--- src/rtl/divider_pkg.sv ---
// Shared register offsets and default divide latency for the divider CPU window.
package divider_pkg;

  localparam logic [2:0] OFS_DVSRH  = 3'd0;
  localparam logic [2:0] OFS_DVSRL  = 3'd1;
  localparam logic [2:0] OFS_DVDDH  = 3'd2;
  localparam logic [2:0] OFS_DVDDL  = 3'd3;
  localparam logic [2:0] OFS_REH    = 3'd4;
  localparam logic [2:0] OFS_REL    = 3'd5;
  localparam logic [2:0] OFS_STATUS = 3'd6;

  localparam int DIV_CYCLES_DEF = 34;

endpackage

--- src/rtl/divider_cpu_if_if.sv ---
// CPU-side bus of the divider register window.
interface divider_cpu_if_if;

  logic       cpu_sel;
  logic       cpu_rw;
  logic [2:0] cpu_addr;
  logic [7:0] cpu_data_in;
  logic [7:0] cpu_data_out;

  modport master (
    output cpu_sel, cpu_rw, cpu_addr, cpu_data_in,
    input  cpu_data_out
  );

  modport slave (
    input  cpu_sel, cpu_rw, cpu_addr, cpu_data_in,
    output cpu_data_out
  );

endinterface

--- src/rtl/cpu_access_strobe.sv ---
// Rising-edge detector on a CPU access qualifier; fire is high for the one
// cycle in which the qualifier is first sampled high.
module cpu_access_strobe (
  input  logic clk_6,
  input  logic reset_n,
  input  logic qual,
  output logic fire
);

  logic qual_q;

  always_ff @(posedge clk_6 or negedge reset_n) begin
    if (!reset_n) qual_q <= 1'b0;
    else          qual_q <= qual;
  end

  assign fire = qual & ~qual_q;

endmodule

--- src/rtl/divider_cpu_if.sv ---
// CPU register window in front of the divider: write strobes, result readback
// with a low-byte shadow, and a busy timer started by the DVSRL write.
module divider_cpu_if
  import divider_pkg::*;
#(
  parameter int DIV_CYCLES = DIV_CYCLES_DEF
) (
  input  logic             clk_6,
  input  logic             reset_n,
  divider_cpu_if_if.slave  cpu,
  input  logic [7:0]       REH_DATA_IN,
  input  logic [7:0]       REL_DATA_IN,
  output logic             DVSRH_WR,
  output logic             DVSRL_WR,
  output logic             DVDDH_WR,
  output logic             DVDDL_WR,
  output logic [7:0]       wr_data,
  output logic             busy
);

  localparam int CW = $clog2(DIV_CYCLES + 1);

  logic          wr_qual, rd_qual;
  logic          wr_fire, rd_fire;
  logic [7:0]    rd_data;
  logic [7:0]    rel_shadow;
  logic          shadow_valid;
  logic [CW-1:0] div_cnt;

  assign wr_qual = cpu.cpu_sel & ~cpu.cpu_rw;
  assign rd_qual = cpu.cpu_sel &  cpu.cpu_rw;

  cpu_access_strobe u_wr_edge (
    .clk_6   (clk_6),
    .reset_n (reset_n),
    .qual    (wr_qual),
    .fire    (wr_fire)
  );

  cpu_access_strobe u_rd_edge (
    .clk_6   (clk_6),
    .reset_n (reset_n),
    .qual    (rd_qual),
    .fire    (rd_fire)
  );

  // Offsets 4-7 fire the edge detector but decode to no strobe.
  always_ff @(posedge clk_6 or negedge reset_n) begin
    if (!reset_n) begin
      DVSRH_WR <= 1'b0;
      DVSRL_WR <= 1'b0;
      DVDDH_WR <= 1'b0;
      DVDDL_WR <= 1'b0;
      wr_data  <= 8'h00;
    end else begin
      DVSRH_WR <= wr_fire && (cpu.cpu_addr == OFS_DVSRH);
      DVSRL_WR <= wr_fire && (cpu.cpu_addr == OFS_DVSRL);
      DVDDH_WR <= wr_fire && (cpu.cpu_addr == OFS_DVDDH);
      DVDDL_WR <= wr_fire && (cpu.cpu_addr == OFS_DVDDL);
      if (wr_fire) wr_data <= cpu.cpu_data_in;
    end
  end

  always_ff @(posedge clk_6 or negedge reset_n) begin
    if (!reset_n) begin
      div_cnt <= '0;
    end else if (DVSRL_WR) begin
      div_cnt <= CW'(DIV_CYCLES);
    end else if (div_cnt != '0) begin
      div_cnt <= div_cnt - CW'(1);
    end
  end

  assign busy = (div_cnt != '0);

  always_comb begin
    rd_data = 8'h00;
    case (cpu.cpu_addr)
      OFS_REH:    rd_data = REH_DATA_IN;
      OFS_REL:    rd_data = shadow_valid ? rel_shadow : REL_DATA_IN;
      OFS_STATUS: rd_data = {busy, shadow_valid, 6'b0};
      default:    rd_data = 8'h00;
    endcase
  end

  // Reading REH freezes REL so a 16-bit read is coherent; a new divide
  // start makes the frozen byte stale, so it wins over a same-cycle read.
  always_ff @(posedge clk_6 or negedge reset_n) begin
    if (!reset_n) begin
      cpu.cpu_data_out <= 8'h00;
      rel_shadow       <= 8'h00;
      shadow_valid     <= 1'b0;
    end else begin
      if (rd_fire) begin
        cpu.cpu_data_out <= rd_data;
        if (cpu.cpu_addr == OFS_REH) begin
          rel_shadow   <= REL_DATA_IN;
          shadow_valid <= 1'b1;
        end else if (cpu.cpu_addr == OFS_REL) begin
          shadow_valid <= 1'b0;
        end
      end
      if (DVSRL_WR) shadow_valid <= 1'b0;
    end
  end

endmodule

--- src/flat_wrapper.sv ---
// flat-port wrapper written by rule: the top's interface ports become plain ports
module divider_cpu_if_flat import divider_pkg::*;
#(
  parameter int DIV_CYCLES = DIV_CYCLES_DEF
)
  (clk_6, reset_n, REH_DATA_IN, REL_DATA_IN, DVSRH_WR, DVSRL_WR, DVDDH_WR, DVDDL_WR, wr_data, busy, cpu_cpu_sel, cpu_cpu_rw, cpu_cpu_addr, cpu_cpu_data_in, cpu_cpu_data_out);
  divider_cpu_if_if cpu_i ();
  input  logic clk_6;
  input  logic reset_n;
  input  logic [7:0] REH_DATA_IN;
  input  logic [7:0] REL_DATA_IN;
  output logic DVSRH_WR;
  output logic DVSRL_WR;
  output logic DVDDH_WR;
  output logic DVDDL_WR;
  output logic [7:0] wr_data;
  output logic busy;
  input wire logic [$bits(cpu_i.cpu_sel)-1:0] cpu_cpu_sel;
  input wire logic [$bits(cpu_i.cpu_rw)-1:0] cpu_cpu_rw;
  input wire logic [$bits(cpu_i.cpu_addr)-1:0] cpu_cpu_addr;
  input wire logic [$bits(cpu_i.cpu_data_in)-1:0] cpu_cpu_data_in;
  output wire logic [$bits(cpu_i.cpu_data_out)-1:0] cpu_cpu_data_out;
  assign cpu_i.cpu_sel = cpu_cpu_sel;
  assign cpu_i.cpu_rw = cpu_cpu_rw;
  assign cpu_i.cpu_addr = cpu_cpu_addr;
  assign cpu_i.cpu_data_in = cpu_cpu_data_in;
  assign cpu_cpu_data_out = cpu_i.cpu_data_out;
  divider_cpu_if #(.DIV_CYCLES(DIV_CYCLES)) u_core (.clk_6(clk_6), .reset_n(reset_n), .cpu(cpu_i), .REH_DATA_IN(REH_DATA_IN), .REL_DATA_IN(REL_DATA_IN), .DVSRH_WR(DVSRH_WR), .DVSRL_WR(DVSRL_WR), .DVDDH_WR(DVDDH_WR), .DVDDL_WR(DVDDL_WR), .wr_data(wr_data), .busy(busy));
endmodule
--- config.mk ---
export PLATFORM = sky130hd
export DESIGN_NAME = divider_cpu_if_flat
export DESIGN_NICKNAME = d
export VERILOG_FILES = /design/src/rtl/divider_pkg.sv /design/src/rtl/divider_cpu_if_if.sv /design/src/rtl/cpu_access_strobe.sv /design/src/rtl/divider_cpu_if.sv /design/src/flat_wrapper.sv
export SDC_FILE = /design/constraint.sdc
export NUM_CORES = 1
export LEC_CHECK = 0
export ABC_AREA = 1
export BUFFER_PORTS_ARGS = -buffer_cell sky130_fd_sc_hd__buf_4
export CORE_MARGIN = 1.5
export CORE_UTILIZATION = 50
export CTS_CLUSTER_SIZE = 28
export DETAILED_ROUTE_END_ITERATION = 12
export GPL_TIMING_DRIVEN = 1
export PLACE_DENSITY = 0.78
export SYNTH_ARGS = -nofsm -noshare
export SYNTH_HDL_FRONTEND = slang
export SYNTH_SLANG_ARGS = --single-unit
--- constraint.sdc ---
create_clock -name clk_6 -period 3.6 [get_ports clk_6]
set_clock_uncertainty 0.2 [all_clocks]
set_input_delay 0.18 -clock clk_6 [delete_from_list [all_inputs] [get_ports clk_6]]
set_output_delay 0.18 -clock clk_6 [all_outputs]
set_load 0.005 [all_outputs]
==> results.json <==
{
  "via_per_inst": 4.788,
  "cts_sinks": 37,
  "rsz0062_at_grt": "no",
  "vias": 1671,
  "initial_utilization": 0.5283,
  "cp_slowest_cell": "dlygate4sd3_1",
  "ys_types": 21,
  "grt.overflow.total": 0,
  "critical-path-top-delay-family": "buffers and inverters",
  "core_area_sq_um": 3363,
  "drive_gt1_frac": 0.2508,
  "reg2reg_from": "u_core.u_wr_edge.qual_q$_DFF_PN0_",
  "crit_start": "cpu_cpu_sel",
  "path_common_cell": "dlygate4sd3_1",
  "grt_use_met2": 0.3952,
  "cp.required_ns": 3.69,
  "maxSlewViolCount": 0,
  "yosysSeqAreaShare": 0.5211,
  "wl_microns": 4324,
  "relSlewSlack": 0.5472,
  "hpwl_microns": 2659,
  "fin_crit_sh": 0.6489,
  "use_met1": 0.2903,
  "synth_ff_type": "dfrtp_1",
  "grt_util_met3": 0.06126,
  "path_buf_inv": 4,
  "synth_warnings": 0,
  "cts_setup_buffers": 0,
  "drc_errors": 0,
  "synthTopCellsByCount": "nand2_1 (95), dfrtp_1 (37), inv_1 (18)",
  "syn_inst": 218,
  "fmax_ghz": 0.4281,
  "cellPowerDensity_nw_per_um2": 441.2,
  "ir_worst_vdd_v": 0.0003061,
  "grt_pass1_vias": 1613,
  "synth.largest_area_cell": "dfrtp_1",
  "cts_resized": 0,
  "busiest_layer": "met2",
  "maxCapViolations": 0,
  "hold_viol": 0,
  "place_area_sq_um": 2180,
  "worstSkewPairLatency_ns": 0.35,
  "final_area_sq_um": 2555,
  "syn_area_per_cell_sq_um": 8.150,
  "leakagePower_nw": 1.405,
  "fin_crit_ns": 2.336,
  "synth-seq-cells": 37,
  "cts_tree": "done",
  "rr_worst_depth": 4,
  "regToRegSetupSlack_ns": 1.91,
  "io_pins": 52,
  "rows": 21,
  "synth_edf_count": 0,
  "drtIter0Drc": 93,
  "dieArea_sq_um": 3920,
  "cp-end-kind": "flop",
  "antenna_found_initial": 0,
  "cts_max_level": 2,
  "synth_top_area_share": 0.5211,
  "worstMarginPinSlew_ns": 0.6767,
  "cp_max_fo": 11,
  "syn_nets": 251,
  "ant_nets": 0,
  "cp_slowest_stage_delay_ns": 0.56,
  "worstSetupStartpointType": "primary input",
  "synth_top_cells_by_area": "dfrtp_1 (52%), nand2_1 (20%), nand3_1 (4.2%)",
  "total_power_mw": 1.127,
  "dpl_worst_slack_ns": 1.941,
  "die_x_microns": 62.61,
  "clock_path_buffers": 2,
  "path_cells": "dlygate4sd3_1, buf_4, inv_1, nor2_1, nand3_1, nor3_1, dlygate4sd3_1",
  "status": "completed",
  "setup_slack_ns": 1.264,
  "grt_util_all_layers": 0.2340,
  "setup_viol_count_final": 0,
  "postLayoutCoreUtil": 0.7597,
  "hold_path.class": "primary input to async pin",
  "numCtsBuffers": 5,
  "portBuffers": 51,
  "crit_type": "primary input to flop",
  "crit_arrival_ns": 2.43,
  "gp_congestion": 0.8021,
  "fin_tns_setup_ns": 0,
  "yosys.cell_count.top_type": "nand2_1",
  "drt_pass1_iterations": 5,
  "crit_cells": 7,
  "syn_area_sq_um": 1777,
  "path_clk_slew_ns": 0.11,
  "avgRoutedWirePerCell_microns": 12.39,
  "die-height_microns": 62.61,
  "synthToLayoutAreaGrowth_pct": 43.80,
  "diodes": 0,
  "ys_async_sr_fraction": 1.000,
  "root_buffer": "clkbuf_4",
  "fin_nets": 336,
  "grt_max_degree": 38,
  "grt_pass1_wl_microns": 7120
}
## kinds of logic (layout without fill, tap and decap cells)
| logic type | after synthesis | after routing | share of synthesized area |
|---|---|---|---|
| AOI/OAI and AO/OA | 20 | 20 | 0.07324 |
| xor gates and xnor gates | 2 | 2 | 0.009861 |
| adders and majority gates | 2 | 2 | 0.01408 |
| buffers and inverters | 28 | 113 | 0.06971 |
| DFF | 37 | 37 | 0.5211 |
| and+or+nand+nor | 129 | 129 | 0.3120 |
## cell type report
class                      instances  area [sq um]
clock buffer                       7         55.05
multi-input combinational        153         726.9
tap                               46         57.56
inverter                          23         86.33
timing repair buffer              83         703.2
sequential                        37         925.9
fill                             263         808.3
## flip-flops by register name, indices dropped and copies added (netlist names)
name                     cells
u_core.wr_data               8
u_core.rel_shadow            8
u_core.DVSRL_WR              1
u_core.u_wr_edge.qual_q      1
u_core.DVDDL_WR              1
u_core.u_rd_edge.qual_q      1
u_core.cpu.cpu_data_out      8
u_core.DVSRH_WR              1
u_core.div_cnt               6
u_core.shadow_valid          1
u_core.DVDDH_WR              1
## metal layers
layer,vias to the layer above,share of wire
met5,-,0
met4,0,0.017
met3,8,0.046
met2,46,0.49
met1,776,0.44
li1,841,-
## what timing repair did
action                     CTS  global route
setup endpoints to repair    0             0
hold endpoints to repair    67             0
hold buffers                32             0
## where the power goes
group	internal [mW]	switching, mW
sequential	0.496	0.0633
combinational	0.166	0.177
clock	0.0922	0.133
## path summary, 6_finish.rpt
check | to
max in group asynchronous | u_core.cpu.cpu_data_out[4]$_DFFE_PN0P_
min in group clk_6 | u_core.rel_shadow[7]$_DFFE_PN0P_
worst min-delay path | u_core.rel_shadow[2]$_DFFE_PN0P_
worst max-delay path | u_core.DVSRL_WR$_DFF_PN0_
worst max register to register | u_core.DVSRL_WR$_DFF_PN0_
worst min register to register | u_core.rel_shadow[7]$_DFFE_PN0P_
## metrics by stage
stage          cells  hold WS, ns
2_1_floorplan    218      -0.3156
3_3_place_gp     310     -0.03571
3_5_place_dp     310     -0.03174
4_1_cts          349       0.1228
5_1_grt          349       0.1504
6_report         349       0.1076
## cell usage in the layout (no fill, tap or decap)
master | netlist | final
nand2_4 | 2 | 2
inv_2 | 5 | 5
nand3_2 | 1 | 1
o21ai_0 | 7 | 7
o21ai_2 | 7 | 7
a21oi_1 | 2 | 2
nor2_4 | 1 | 1
o21ai_1 | 3 | 3
nor2_1 | 10 | 10
dlygate4sd3_1 | 0 | 32
nor2_8 | 1 | 1
nand3_1 | 15 | 15
a21oi_2 | 1 | 1
nor2_2 | 1 | 1
inv_1 | 18 | 18
nand2_1 | 95 | 95
clkbuf_4 | 0 | 5
clkbuf_8 | 0 | 1
buf_4 | 0 | 51
dfrtp_1 | 37 | 37
nor3_1 | 3 | 3
xor2_1 | 2 | 2
ha_1 | 2 | 2
clkbuf_1 | 0 | 1
Power figures use the tool's default switching activity.
